===== src/rtl/i2c_cfg_sequencer.sv =====
// rtl/i2c_cfg_sequencer.sv - walks a register table and issues one I2C write per entry
// Optional: define I2C_CFG_RETRY_LIMIT_EN to abort a run after MAX_RETRY+1 NACKs on one entry.
module i2c_cfg_sequencer #(
  parameter int          NUM_REGS   = 11,
  parameter logic [7:0]  DEV_ADDR   = 8'h34,
  parameter int          GAP_CYCLES = 4,
  parameter bit          AUTO_START = 1'b1,
  parameter int          MAX_RETRY  = 3,
  localparam int         IDX_W      = (NUM_REGS > 1) ? $clog2(NUM_REGS) : 1
) (
  input  logic             clk,
  input  logic             reset,
  input  logic             start,
  input  logic             SCLK,
  input  logic             msg_end,
  input  logic             msg_ack,
  output logic [IDX_W-1:0] tbl_index,
  input  logic [15:0]      tbl_data,
  output logic             msg_go,
  output logic [23:0]      i2c_data,
  output logic             busy,
  output logic             done,
  output logic             error
);

  typedef enum logic [3:0] {
    IDLE, FETCH, LOAD, LAUNCH, WAIT_END, NEXT, GAP, DONE, ERROR
  } state_t;

  localparam int GAP_W = (GAP_CYCLES > 1) ? $clog2(GAP_CYCLES) : 1;
  localparam int RTY_W = (MAX_RETRY > 0) ? $clog2(MAX_RETRY + 1) : 1;
  localparam logic [IDX_W-1:0] LAST_IDX = IDX_W'(NUM_REGS - 1);
  // GAP always lasts at least one cycle, so a zero gap collapses to a single pass
  localparam logic [GAP_W-1:0] GAP_LAST = GAP_W'((GAP_CYCLES > 0) ? GAP_CYCLES - 1 : 0);
  localparam logic [RTY_W-1:0] RTY_MAX  = RTY_W'(MAX_RETRY);

  state_t           state;
  state_t           state_nxt;
  logic [IDX_W-1:0] index;
  logic [RTY_W-1:0] retry;
  logic [GAP_W-1:0] gap_cnt;
  logic             auto_pend;
  logic             go_req;
  logic             nack;
  logic             is_last;
  logic             retry_full;

  // auto_pend is only high on the first cycle after reset, acting as a one-shot start
  assign go_req     = start | auto_pend;
  assign nack       = msg_end & ~msg_ack;
  assign is_last    = (index == LAST_IDX);
  assign retry_full = (retry == RTY_MAX);

  // State register
  always_ff @(posedge clk) begin
    if (reset) state <= IDLE;
    else       state <= state_nxt;
  end

  // Next-state decode and state-derived outputs
  always_comb begin
    state_nxt = state;
    msg_go    = 1'b0;
    busy      = 1'b1;
    done      = 1'b0;
    error     = 1'b0;
    tbl_index = index;
    case (state)
      IDLE: begin
        busy = 1'b0;
        if (go_req) state_nxt = FETCH;
      end
      FETCH:  state_nxt = LOAD;
      LOAD:   state_nxt = LAUNCH;
      LAUNCH: if (SCLK) state_nxt = WAIT_END;
      WAIT_END: begin
        msg_go = 1'b1;
        if (msg_end) begin
          if (msg_ack) begin
            state_nxt = NEXT;
          end else begin
`ifdef I2C_CFG_RETRY_LIMIT_EN
            state_nxt = retry_full ? ERROR : LAUNCH;
`else
            state_nxt = LAUNCH;
`endif
          end
        end
      end
      NEXT: state_nxt = is_last ? DONE : GAP;
      GAP:  if (gap_cnt == GAP_LAST) state_nxt = FETCH;
      DONE: begin
        busy = 1'b0;
        done = 1'b1;
        if (start) state_nxt = FETCH;
      end
      ERROR: begin
        busy  = 1'b0;
        error = 1'b1;
        if (start) state_nxt = FETCH;
      end
      default: state_nxt = IDLE;
    endcase
  end

  // Table index, retry/gap counters and the captured message word
  always_ff @(posedge clk) begin
    if (reset) begin
      index     <= '0;
      retry     <= '0;
      gap_cnt   <= '0;
      i2c_data  <= '0;
      auto_pend <= AUTO_START;
    end else begin
      auto_pend <= 1'b0;
      case (state)
        IDLE, DONE, ERROR: begin
          if (go_req) begin
            index <= '0;
            retry <= '0;
          end
        end
        LOAD: i2c_data <= {DEV_ADDR, tbl_data};
        WAIT_END: begin
          // saturates so the unlimited-retry build never wraps the count
          if (nack && !retry_full) retry <= retry + 1'b1;
        end
        NEXT: begin
          gap_cnt <= '0;
          if (!is_last) begin
            index <= index + 1'b1;
            retry <= '0;
          end
        end
        GAP: gap_cnt <= gap_cnt + 1'b1;
        default: ;
      endcase
    end
  end

endmodule

===== config.mk =====
export PLATFORM = sky130hd
export DESIGN_NAME = i2c_cfg_sequencer
export DESIGN_NICKNAME = d
export VERILOG_FILES = /design/src/rtl/i2c_cfg_sequencer.sv
export SDC_FILE = /design/constraint.sdc
export NUM_CORES = 1
export LEC_CHECK = 0
export BUFFER_PORTS_ARGS = -buffer_cell sky130_fd_sc_hd__buf_2
export CAP_MARGIN = 15
export CELL_PAD_IN_SITES_DETAIL_PLACEMENT = 1
export CELL_PAD_IN_SITES_GLOBAL_PLACEMENT = 1
export CORE_AREA = 2 2 76 60
export DETAILED_ROUTE_END_ITERATION = 7
export DIE_AREA = 0 0 78 62
export GPL_TIMING_DRIVEN = 0
export PLACE_DENSITY_LB_ADDON = 0.15
export REMOVE_ABC_BUFFERS = 1
export SLEW_MARGIN = 0
export SYNTH_ARGS = -nofsm -noshare
export SYNTH_HDL_FRONTEND = slang
export SYNTH_SLANG_ARGS = --single-unit

===== constraint.sdc =====
create_clock -name clk -period 2.3 [get_ports clk]
set_input_delay 0.69 -clock clk [delete_from_list [all_inputs] [get_ports clk]]
set_output_delay 0.69 -clock clk [all_outputs]
set_load 0.01 [all_outputs]

==> flow_summary_export.csv <==
group,metric,value,unit
run_status,status,"finished clean",
timing,fin_crit,2.10,ns
clock_network,post_cts_buffers,0,
clock_network,cts_sinks,27,
detailed_routing,wl_per_cell,12.5,um
timing,max_freq,477,MHz
timing,finalClockSkew,0.00315,ns
logic_synthesis,yosysSeqAreaShare,0.427,
pwr,leakage,0.665,nW
clock_network,clk_latency,0.27,ns
logic_synthesis,async_flop_share,0,
layout,drive_gt1_frac,0.266,
floorplan,dieArea,4840,sq um
logic_synthesis,ys_top_cells_by_area,"dfxtp_1 (43%), nand2_1 (12%), a21oi_1 (8.7%)",
floorplan,coreArea,4200,sq um
layout,n_fill_cell,544,
layout,multi_input_area,621,sq um
timing,setup_viol,0,
floorplan,die_x,78,um
setup_path,cp.arrival,1.41,ns
global_routing,antenna_found_initial,0,
timing,maxSlewHeadroom,0.587,
pwr,p_per_area,614,nW/um^2
timing,finalWorstSetupSlack,0.205,ns
clock_network,root_buffer,"clkbuf_8",
global_routing,grt_usage,0.129,
global_routing,use_met1,0.152,
global_routing,gr-usage-met3,0.0289,
clock_network,clk_pin_slew,0.09,ns
pwr,peakVddDrop,0.288,mV
timing,final_hold_viol_count,0,
layout,stdcell_count,256,
floorplan,row_count,21,
global_routing,busiest_layer,"met2",
global_routing,grt_pass1_wl,4.96,mm
clock_network,cts_tree,"yes",
logic_synthesis,yosysTopAreaCell,"dfxtp_1",
logic_synthesis,yosys_warnings,0,
logic_synthesis,synthFlopType,"dfxtp_1",
setup_path,start_kind,"register",
pwr,total_power,0.937,mW
detailed_routing,first_iter_violations,35,
min_path,hold-path-cell-count,2,
detailed_routing,totalWireLength,3.20,mm
global_routing,grt_max_degree,28,
flow_run,cap_violations,0,
global_routing,grt_use_met2,0.245,
setup_path,reg2regPathDepth,6,
placement,place.port_buffers,47,
placement,placed_area,1480,sq um
clock_network,clock_path_buffers,2,
setup_path,crit_type,"register to output port",
min_path,hold_path.class,"register to register",
clock_network,cts_buffers,3,
logic_synthesis,synth.top_cell.area_share,0.427,
layout,syn_to_final_growth,20.7,%
logic_synthesis,ys_ff_latch,27,
layout,regArea,543,sq um
detailed_routing,ant_nets,0,
layout,diodes,0,
clock_network,cts.htree.levels,1,
detailed_routing,remaining_drc_errors,0,
placement,dp_hpwl,2.32,mm
detailed_routing,via_count,1185,
detailed_routing,dr.pass1.iters,2,
floorplan,pin_count,54,
floorplan,start_util,0.301,
global_routing,grt_pass1_vias,1114,
timing,fin_tns_setup,0,ns
layout,final_area,1530,sq um
floorplan,die_h,62,um
detailed_routing,via_per_inst,4.63,
layout,final_nets,225,
placement,place_ws,0.385,ns
timing,slew_viol_final,0,
timing,worstMarginPinSlew,0.620,ns
placement,gp_congestion,0.775,
timing,period_share,0.911,
logic_synthesis,synth_edf_count,0,
placement,place_inst,252,
setup_path,cp.required,1.61,ns
global_routing,overflow,0,
timing,rsz0062_at_grt,"no",
setup_path,crit_fanout,12,
setup_path,end_kind,"output port",
logic_synthesis,netlist_instances,162,
logic_synthesis,syn_area_per_cell,7.81,sq um
logic_synthesis,syn_area,1260,sq um
logic_synthesis,yosysUniqueCellTypes,35,
## final timing paths
kind                                    from            to  slack, ns
worst min-delay path             i2c_data[6]   i2c_data[6]       0.45
worst max-delay path                state[0]          busy       0.20
worst min register to register   i2c_data[6]   i2c_data[6]       0.45
worst max register to register  tbl_index[0]  tbl_index[1]       0.46
## stage by stage
stage,hold WS (ns),util
6_report,0.453,0.363
5_1_grt,0.483,0.363
4_1_cts,0.458,0.363
3_5_place_dp,0.445,0.352
3_3_place_gp,0.439,0.352
2_1_floorplan,0.474,-
## synth_stat cells, drive strengths merged (2+ instances only)
| cell | number |
|---|---|
| nand2b | 2 |
| o21ai | 3 |
| mux2i | 3 |
| buf | 12 |
| nand2 | 40 |
| clkbuf | 7 |
| nor2 | 11 |
| or3 | 3 |
| a21oi | 23 |
| ha | 3 |
| a211oi | 2 |
| a221oi | 2 |
| nor3 | 2 |
| nand3b | 2 |
| and2 | 2 |
| dfxtp | 27 |
| nand3 | 2 |
| inv | 3 |
## power breakdown
part	switching [mW]	internal (mW)	leakage, nW
Clock	0.141	0.124	0.0228
Combinational	0.0895	0.0626	0.421
Sequential	0.0278	0.493	0.221
Total	0.258	0.680	0.665
## critical path, cell delays in order (launching register included)
cell,delay [ns]
dfxtp_1,0.59
inv_1,0.21
o21a_1,0.22
buf_2,0.13
## state kept, by name, summed over array words and instances (netlist names)
register	cells
i2c_data	17
tbl_index	4
state	3
gap_cnt	2
auto_pend	1
## timing repair
item | in CTS | in global routing
setup endpoints to repair | 0 | 1
hold buffers | 0 | 0
resized for setup | 0 | 2
## per-layer routing
layer,share of wire,vias to the layer above,routed length [um]
li1,-,601,-
met1,0.45,555,1430
met2,0.50,27,1590
met3,0.049,2,157
met4,0.0044,0,14
met5,0,-,0
## kinds of logic after synthesis
kind of cell,after synthesis,synth area share
other cells,1,0.00296
flops,27,0.427
compound gates,36,0.167
simple gates,70,0.252
buf+inv,22,0.0969
mux,3,0.0237
fa+ha+maj,3,0.0297
## area by class of cell
| class | count | share of cell area |
|---|---|---|
| clock buffers | 4 | 0.0295 |
| flip-flops and latches | 27 | 0.356 |
| repair buffers | 47 | 0.154 |
| well taps | 57 | 0.0467 |
| inverters | 3 | 0.00738 |
| multi-input cells | 118 | 0.407 |
## placed cells by master (no fill, tap or decap), types with 2 or more instances in the layout
cell / instances
a211oi_1: 2
and2_1: 2
buf_2: 47
inv_1: 3
nand3_1: 2
nand3b_1: 2
o21ai_0: 3
mux2i_1: 3
nand2_1: 40
a221oi_1: 2
ha_1: 3
clkbuf_8: 3
nor2_1: 11
dfxtp_1: 25
or3_1: 3
a21oi_1: 22
nand2b_1: 2
nor3_1: 2
dfxtp_2: 2
conb_1: 6
No activity file was read; power rests on OpenSTA's default activity.
